[src/rtl/pwm_pkg.sv]
// Shared constants and types for the PS/2-driven PWM duty sequencer.
// Scancodes, duty presets and the prefix decoder state enum.
package pwm_pkg;

  localparam logic [7:0] KEY_F        = 8'h2B;
  localparam logic [7:0] KEY_Q        = 8'h15;
  localparam logic [7:0] KEY_H        = 8'h33;
  localparam logic [7:0] KEY_X        = 8'h22;
  localparam logic [7:0] KEY_SPACE    = 8'h29;
  localparam logic [7:0] KEY_KP_PLUS  = 8'h79;
  localparam logic [7:0] KEY_KP_MINUS = 8'h7B;
  localparam logic [7:0] PFX_BRK      = 8'hF0;
  localparam logic [7:0] PFX_EXT      = 8'hE0;

  localparam int unsigned DUTY_F = 41;
  localparam int unsigned DUTY_Q = 51;
  localparam int unsigned DUTY_H = 61;
  localparam int unsigned DUTY_X = 81;

  typedef enum logic [1:0] {
    S_IDLE,
    S_BRK,
    S_EXT,
    S_EXT_BRK
  } dec_state_e;

endpackage

[src/rtl/ps2_key_decoder.sv]
// PS/2 prefix FSM (F0 break / E0 extended) and make-code map.
// Produces the registered target duty and a one-cycle key_err pulse.
module ps2_key_decoder
  import pwm_pkg::*;
#(
  parameter int unsigned DUTY_W    = 10,
  parameter int unsigned MAX_DUTY  = 800,
  parameter int unsigned FINE_STEP = 10
) (
  input  logic              clk,
  input  logic              rst,
  input  logic              code_valid,
  input  logic [7:0]        scancode,
  output logic [DUTY_W-1:0] target,
  output logic              key_err
);

  localparam logic [DUTY_W-1:0] MAX_W  = DUTY_W'(MAX_DUTY);
  localparam logic [DUTY_W:0]   MAX_W1 = (DUTY_W+1)'(MAX_DUTY);
  localparam logic [DUTY_W:0]   FS_W1  = (DUTY_W+1)'(FINE_STEP);
  localparam logic [DUTY_W-1:0] FS_W   = DUTY_W'(FINE_STEP);
  localparam logic [DUTY_W-1:0] P_F = DUTY_W'((DUTY_F > MAX_DUTY) ? MAX_DUTY : DUTY_F);
  localparam logic [DUTY_W-1:0] P_Q = DUTY_W'((DUTY_Q > MAX_DUTY) ? MAX_DUTY : DUTY_Q);
  localparam logic [DUTY_W-1:0] P_H = DUTY_W'((DUTY_H > MAX_DUTY) ? MAX_DUTY : DUTY_H);
  localparam logic [DUTY_W-1:0] P_X = DUTY_W'((DUTY_X > MAX_DUTY) ? MAX_DUTY : DUTY_X);

  dec_state_e        state_q, state_d;
  logic [DUTY_W-1:0] target_q, target_d;
  logic              key_err_q, key_err_d;
  logic [DUTY_W:0]   sum_up;

  always_ff @(posedge clk or posedge rst) begin
    if (rst) begin
      state_q   <= S_IDLE;
      target_q  <= '0;
      key_err_q <= 1'b0;
    end else begin
      state_q   <= state_d;
      target_q  <= target_d;
      key_err_q <= key_err_d;
    end
  end

  always_comb begin
    state_d   = state_q;
    target_d  = target_q;
    key_err_d = 1'b0;
    // Extra bit so the saturating add cannot wrap before the clamp.
    sum_up    = {1'b0, target_q} + FS_W1;
    if (code_valid) begin
      unique case (state_q)
        S_IDLE: begin
          if (scancode == PFX_BRK) begin
            state_d = S_BRK;
          end else if (scancode == PFX_EXT) begin
            state_d = S_EXT;
          end else begin
            case (scancode)
              KEY_F:        target_d = P_F;
              KEY_Q:        target_d = P_Q;
              KEY_H:        target_d = P_H;
              KEY_X:        target_d = P_X;
              KEY_SPACE:    target_d = '0;
              KEY_KP_PLUS:  target_d = (sum_up > MAX_W1) ? MAX_W : sum_up[DUTY_W-1:0];
              KEY_KP_MINUS: target_d = (target_q >= FS_W) ? (target_q - FS_W) : '0;
              default:      key_err_d = 1'b1;
            endcase
          end
        end
        S_BRK: begin
          if (scancode != PFX_BRK) state_d = S_IDLE;
        end
        S_EXT: begin
          state_d = (scancode == PFX_BRK) ? S_EXT_BRK : S_IDLE;
        end
        S_EXT_BRK: begin
          state_d = S_IDLE;
        end
        default: state_d = S_IDLE;
      endcase
    end
  end

  assign target  = target_q;
  assign key_err = key_err_q;

endmodule

[src/rtl/pwm_duty_sequencer.sv]
// Ramps the live PWM duty toward the decoded target, stepping only at
// PWM period boundaries so the compare threshold never changes mid-period.
module pwm_duty_sequencer
  import pwm_pkg::*;
#(
  parameter int unsigned DUTY_W       = 10,
  parameter int unsigned MAX_DUTY     = 800,
  parameter int unsigned STEP         = 1,
  parameter int unsigned RAMP_PERIODS = 4,
  parameter int unsigned FINE_STEP    = 10
) (
  input  logic              clkdiv4,
  input  logic              reset,
  input  logic              code_valid,
  input  logic [7:0]        scancode,
  input  logic              period_end,
  output logic [DUTY_W-1:0] duty,
  output logic [DUTY_W-1:0] target,
  output logic              busy,
  output logic              key_err
);

  localparam int unsigned       CNT_W    = (RAMP_PERIODS > 1) ? $clog2(RAMP_PERIODS) : 1;
  localparam logic [CNT_W-1:0]  CNT_LAST = CNT_W'(RAMP_PERIODS - 1);
  localparam logic [DUTY_W-1:0] STEP_W   = DUTY_W'(STEP);

  logic [DUTY_W-1:0] duty_q, duty_d;
  logic [CNT_W-1:0]  cnt_q, cnt_d;
  logic [DUTY_W-1:0] target_w;
  logic [DUTY_W-1:0] diff_up, diff_dn;

  ps2_key_decoder #(
    .DUTY_W    (DUTY_W),
    .MAX_DUTY  (MAX_DUTY),
    .FINE_STEP (FINE_STEP)
  ) u_dec (
    .clk        (clkdiv4),
    .rst        (reset),
    .code_valid (code_valid),
    .scancode   (scancode),
    .target     (target_w),
    .key_err    (key_err)
  );

  always_ff @(posedge clkdiv4 or posedge reset) begin
    if (reset) begin
      duty_q <= '0;
      cnt_q  <= '0;
    end else begin
      duty_q <= duty_d;
      cnt_q  <= cnt_d;
    end
  end

  // target_w is the registered (pre-edge) target, so a same-edge keypress
  // only affects the following step.
  always_comb begin
    duty_d  = duty_q;
    cnt_d   = cnt_q;
    diff_up = target_w - duty_q;
    diff_dn = duty_q - target_w;
    if (period_end) begin
      if (cnt_q == CNT_LAST) begin
        cnt_d = '0;
        if (duty_q < target_w) begin
          duty_d = duty_q + ((diff_up < STEP_W) ? diff_up : STEP_W);
        end else if (duty_q > target_w) begin
          duty_d = duty_q - ((diff_dn < STEP_W) ? diff_dn : STEP_W);
        end
      end else begin
        cnt_d = cnt_q + CNT_W'(1);
      end
    end
  end

  assign duty   = duty_q;
  assign target = target_w;
  assign busy   = (duty_q != target_w);

endmodule

[config.mk]
export PLATFORM = sky130hd
export DESIGN_NAME = pwm_duty_sequencer
export DESIGN_NICKNAME = d
export VERILOG_FILES = /design/src/rtl/pwm_pkg.sv /design/src/rtl/ps2_key_decoder.sv /design/src/rtl/pwm_duty_sequencer.sv
export SDC_FILE = /design/constraint.sdc
export NUM_CORES = 1
export LEC_CHECK = 0
export ABC_AREA = 1
export CAP_MARGIN = 25
export CORE_UTILIZATION = 35
export CTS_BUF_LIST = sky130_fd_sc_hd__clkbuf_8
export CTS_CLUSTER_DIAMETER = 60
export DETAILED_ROUTE_END_ITERATION = 7
export PLACE_DENSITY = 0.54
export REMOVE_ABC_BUFFERS = 1
export SLEW_MARGIN = 20
export SYNTH_ARGS = -nofsm -noshare
export SYNTH_HDL_FRONTEND = slang
export SYNTH_HIERARCHICAL = 1
export SYNTH_SLANG_ARGS = --single-unit
[constraint.sdc]
create_clock -name clkdiv4 -period 11 [get_ports clkdiv4]
set_clock_uncertainty 0.15 [all_clocks]
set_input_delay 1.1 -clock clkdiv4 [delete_from_list [all_inputs] [get_ports clkdiv4]]
set_output_delay 1.1 -clock clkdiv4 [all_outputs]
set_load 0.01 [all_outputs]
### Word level (Yosys, flattened, before mapping)

Cells that the tools add are included.

| word-level totals | value |
|---|---|
| register bits after elaboration | 25 |
| input bits | 12 |
| output and inout bits | 22 |
| word-level logic and storage cells | 62 |

| cells by class | value |
|---|---|
| add/sub/neg operators | 7 |
| order comparisons | 6 |
| equal/unequal tests | 17 |
| mux-type cells | 18 |
| bitwise logic cells | 2 |
| reductions and logical operators | 7 |

Operator list:

| kind | count |
|---|---|
| 10-bit case mux with 7 select lines | 1 |
| 10-bit 2-to-1 mux | 6 |
| 8-bit by 6-bit equality test with 1-bit output (second input constant) | 4 |
| 10-bit subtractor | 3 |
| 10-bit by 1-bit < comparator with 1-bit output (second input constant) | 2 |
| 8-bit by 7-bit equality test with 1-bit output (second input constant) | 2 |
| 8-bit equality test (second input constant) | 2 |
| 10-bit by 4-bit adder with 11-bit output (second input constant) | 1 |
| 11-bit by 10-bit > comparator with 1-bit output (second input constant) | 1 |
| 10-bit adder | 1 |
| 10-bit by 4-bit greater-or-equal comparator with 1-bit output (second input constant) | 1 |
| 10-bit > comparator | 1 |
| 10-bit < comparator | 1 |
| 2-bit 2-to-1 mux | 5 |
| 10-bit != test | 1 |
| 10-bit by 4-bit subtractor with 10-bit output (second input constant) | 1 |
| 8-bit by 5-bit equality test with 1-bit output (second input constant) | 1 |
| 8-bit != test (second input constant) | 1 |
| 2-bit case mux with 4 select lines | 1 |
| 7-bit nonzero test | 1 |
| 7-bit OR reduction | 1 |
| 2-bit equality test (second input constant) | 3 |
| 3-bit AND reduction | 2 |
| 1-bit 2-to-1 mux | 5 |
| other kinds (8) | 9 |

### Depth between registers and ports, before layout

| depth | value |
|---|---|
| depth in word-level cells | 7 |
| mapped depth | 29 |
| depth with buffers taken out | 28 |

### By module

The synthesis kept the hierarchy.

By module, submodules not included:

| module | instances | cells an instance | area an instance (um2) | sequential area each (um2) |
|---|---|---|---|---|
| pwm_duty_sequencer | 1 | 315 | 2083.2 | 300.3 |
| ps2_key_decoder | 1 | 231 | 1462.7 | 325.3 |

### Worst setup path before layout

OpenSTA, ideal clock, no wires.

| path | value |
|---|---|
| path kind | flip-flop to flip-flop |
| start point | register u_dec.target_q[1] (netlist: u_dec/target[1]) |
| end point | register duty_q[9] (netlist: duty[9]) |
| setup time | 0.117 ns |
| arrival | 3.314 ns |
| required time | 10.733 ns |
| path slack | 7.419 ns |
| stages on the path, launching flop included | 25 |
| path buffers | 0 |
| clock period less this slack | 3.581 ns |
| cells stage by stage | dfrtp_1 inv_1 fa_1 inv_1 nand3_1 nand2_1 nand2_2 nand3_1 nand2_1 nand2_1 nor2_2 nand2_2 inv_1 ha_1 or2_2 ha_1 nand2_1 nand2_1 o21bai_1 nand2_1 nand3_1 inv_1 nand3_1 nand4_1 nand2_1 |

| between the ends | value |
|---|---|
| word-level cells in the longest chain between the ends | 6 |
| elaborated cells on any way between the ends | 14 |
| those cells by class | add/sub: 4; order compare: 4; mux: 4; reduce/logical: 2 |

Ends and longest elaborated chain:

| element | RTL line | text |
|---|---|---|
| start: declaration | ps2_key_decoder.sv:28 | `logic [DUTY_W-1:0] target_q, target_d;` |
| start signal: assignment | ps2_key_decoder.sv:39 | `target_q <= target_d;` |
| 10-bit subtractor | pwm_duty_sequencer.sv:61 | `diff_dn = duty_q - target_w;` |
| 10-bit by 1-bit < comparator with 1-bit output | pwm_duty_sequencer.sv:68 | `duty_d = duty_q - ((diff_dn < STEP_W) ? diff_dn : STEP_W);` |
| 10-bit 2-to-1 mux | pwm_duty_sequencer.sv:68 |  |
| 10-bit subtractor | pwm_duty_sequencer.sv:68 |  |
| 10-bit 2-to-1 mux | pwm_duty_sequencer.sv:67 | `end else if (duty_q > target_w) begin` |
| 10-bit 2-to-1 mux | pwm_duty_sequencer.sv:65 | `if (duty_q < target_w) begin` |
| end signal: assignment | pwm_duty_sequencer.sv:50 | `duty_q <= duty_d;` |
| end: declaration | pwm_duty_sequencer.sv:27 | `logic [DUTY_W-1:0] duty_q, duty_d;` |

Several ways; a longest one is shown, not always the timed one. The select of a mux whose other input is x is not followed.
A chain may end at the register's enable or synchronous reset.

### Final worst setup path

| path | value |
|---|---|
| start point | register u_dec.target_q[0] (netlist: u_dec/target[0]) |
| end point | register duty_q[7] (netlist: duty[7]) |

The elaborated chain is that of the path after synthesis.

==> results.ini <==
[grt]
grt_antenna_before_repair=0
grt_pass1_wl_um=15240
grtUsageMet3_pct=1.695
use_met2_pct=29.38
grt_pass1_vias=3175
grt_max_degree=21
groute.layer.met1.usage_pct=27.13
grt_usage_pct=18.51
gr-total-overflow=0
grt.busiest_layer=met2

[setup_path]
max_stage_delay_ns=0.49
r2r_slack_ns=6.93
critPathKind=register to register
cp.buffers_inverters=3
crit_fanout=5
required_ns=11.07
path_cells=inv_1, ha_1, fa_1, inv_1, nand3_1, nand2_1, nand2_1, nand3_1, nor2_1, nand2_2, nor2_4, nand2_2, inv_1, ha_1, or2_2, ha_1, nand2_1, o21ai_0, nand4_1, nand2_1, xor2_1, nand2_1, o21ai_1
cp_top_family=simple AND/OR/NAND/NOR gates
cp.arrival_ns=4.14
worstSetupEndpointType=register
crit_path_start_kind=register
path_common_cell=nand2_1
slowest_stage=dfrtp_1

[die]
die-height_um=102.7
die_area_um2=10540
num_rows=36
initial_utilization_pct=36.28
pin_count=34
die_w_um=102.7
core_um2=9774

[sta]
setup_violations=0
min_period_over_period_pct=37.03
finalSetupTns_ns=0
post-route-min-period_ns=4.074
finalHoldViolations=0
max_freq_ghz=0.2455
tightest_slew_ns=0.5857
rsz0062_at_grt=false
maxSlewHeadroom_pct=60.91
finalMaxSlewViolations=0

[placement]
dpl_cell_area_um2=3966
io_buffers=33
gp_congestion=0.8945
dp_hpwl_um=7615

[power]
internal_power_uw=472.2
power_frac_comb_pct=76.7
p_leak_nw=2.106
switchingPower_uw=591.7
total_power_mw=1.064
power_switching_share_pct=55.61
clkPwrFrac_pct=5.9
p_seq_share_pct=17.4
p_per_area_nw_per_um2=265.1
irDropWorstVdd_v=0.00009645

[yosys]
post-synth-top-count-cell=nand2_1
syn_inst=546
yosys_warnings=6
synth_cell_types=43
synthSimpleGateAreaFrac_pct=40.37
synth_area_leaders=dfrtp_1, nand2_1, ha_1
synthAdderAreaFrac_pct=13.34
synth_compound_area_share_pct=10.27
synthXorXnorAreaFrac_pct=4.940
synth_seq_cells=25
yosysTopAreaCell=dfrtp_1
synth_common_cells=nand2_1, inv_1, nor2_1, nand3_1, ha_1
synth.area.mux_share_pct=0.3176
async_flop_share_pct=100.0
syn_area_um2=3546
yosysTopAreaCellShare_pct=17.64
synth_edf_count=0
synth_area_per_cell_um2=6.494
seq_area_frac_synth_pct=17.64
ys.flop_type=dfrtp_1
synth_top_family_by_area=simple AND/OR/NAND/NOR gates

[layout]
stdcell_area_um2=4013
nets=624
antenna_cells=0
area_growth_pct=13.16
drive_above_1_share_pct=13.22

[route]
antenna_left=0
vias_per_cell=4.736
finalWirelength_um=9082
dr.pass1.iters=5
via_count=3353
wire_per_inst_um=12.83
drcViolationCount=0
drt-initial-drc-count=133

[cts]
htreeDepth=1
cts_setup_buffers=0
cts_hold_buffers=0
clk_pin_slew_worst_paths_ns=0.11
root_buffer=clkbuf_8
cts_sinks=25
cts_tree=built
cts_buffers=3
clk_path_buf_depth=2
cts_resized=0
clkLatencyLatePin_ns=0.29

[outcome]
outcome=finished, final reports clean

[job]
cap_violations=0

[worst_hold_path]
hp-class=register to register

[stage by stage]
step                hold slack [ns]  std cells  utilization (%)  setup slack (ns)
detailed placement           0.3249        704            40.58             6.975
finish                       0.3354        708            41.05             6.926
floorplan                    0.3008        538                -             7.389
CTS                          0.3407        708            41.05             6.924
global placement             0.3148        704            40.58             6.976
global route                 0.3699        708            41.05             6.623
[sequential cells by signal (all words and copies together) (netlist names)]
register,count
u_dec/target,10
u_dec/state_q,2
duty,10
u_dec/key_err,1
cnt_q,2
[kinds of logic after synthesis]
family | count (synthesis)
multiplexers | 1
AO/OA/AOI/OAI | 60
AND/OR/NAND/NOR | 293
XOR/XNOR | 20
adder cells (fa/ha/maj) | 36
flip-flops | 25
buffers and inverters | 110
other | 1
[path summary, 6_finish.rpt]
| check | startpoint | end | depth (start not counted) |
|---|---|---|---|
| worst max-delay path | u_dec/target[0] | duty[7] | 23 |
| worst min-delay path | cnt_q[0] | cnt_q[0] | 1 |
| worst max register to register | u_dec/target[0] | duty[7] | 23 |
| worst min register to register | cnt_q[0] | cnt_q[0] | 1 |
| max in group asynchronous | reset | u_dec/target[4] | 2 |
| min in group asynchronous | reset | cnt_q[1] | 2 |
[metal layers]
metal / vias up / share of wire [%]
met5: - / 0
met4: 0 / 1.4
met3: 10 / 3.9
met2: 64 / 44
met1: 1505 / 50
li1: 1774 / -
[cells in the final DEF, fill, tap and decap left out, types with 5 or more instances in the layout]
| cell | instances |
|---|---|
| a21oi_1 | 21 |
| a21oi_2 | 5 |
| clkdlybuf4s50_1 | 33 |
| dfrtp_1 | 25 |
| ha_1 | 33 |
| inv_1 | 92 |
| inv_2 | 9 |
| nand2_1 | 141 |
| nand2_2 | 19 |
| nand3_1 | 39 |
| nand4_1 | 15 |
| nor2_1 | 40 |
| nor2_2 | 9 |
| o21ai_0 | 11 |
| o21ai_1 | 11 |
| xor2_1 | 19 |
[power by group through the flow]
| stage | combinational [mW] | clock [mW] | sequential [mW] |
|---|---|---|---|
| CTS | 0.815 | 0.0651 | 0.188 |
| global placement | 0.812 | 0 | 0.189 |
| global route | 0.933 | 0.0684 | 0.193 |
| floorplan | 0.600 | 0 | 0.183 |
| finish | 0.816 | 0.0624 | 0.185 |
| detailed placement | 0.809 | 0 | 0.189 |
[cell type report]
cell class                 count  area, um^2
multi-input combinational    411        2459
fill                        1070        5762
inverter                     102       385.4
clock buffer                   3       41.29
tap                          133       166.4
sequential                    25       625.6
clock inverter                 1       5.005
timing repair buffer          33       330.3
[worst reg2reg max path: cells and delay by family (launching register included)]
family / cells / cell delay [ns]
buffers and inverters: 3 / 0.24
AOI/OAI and AO/OA: 2 / 0.42
adders and majority gates: 4 / 1.19
DFF: 1 / 0.49
xor gates and xnor gates: 1 / 0.16
and+or+nand+nor: 13 / 1.36
No activity file was read; power rests on OpenSTA's default activity.
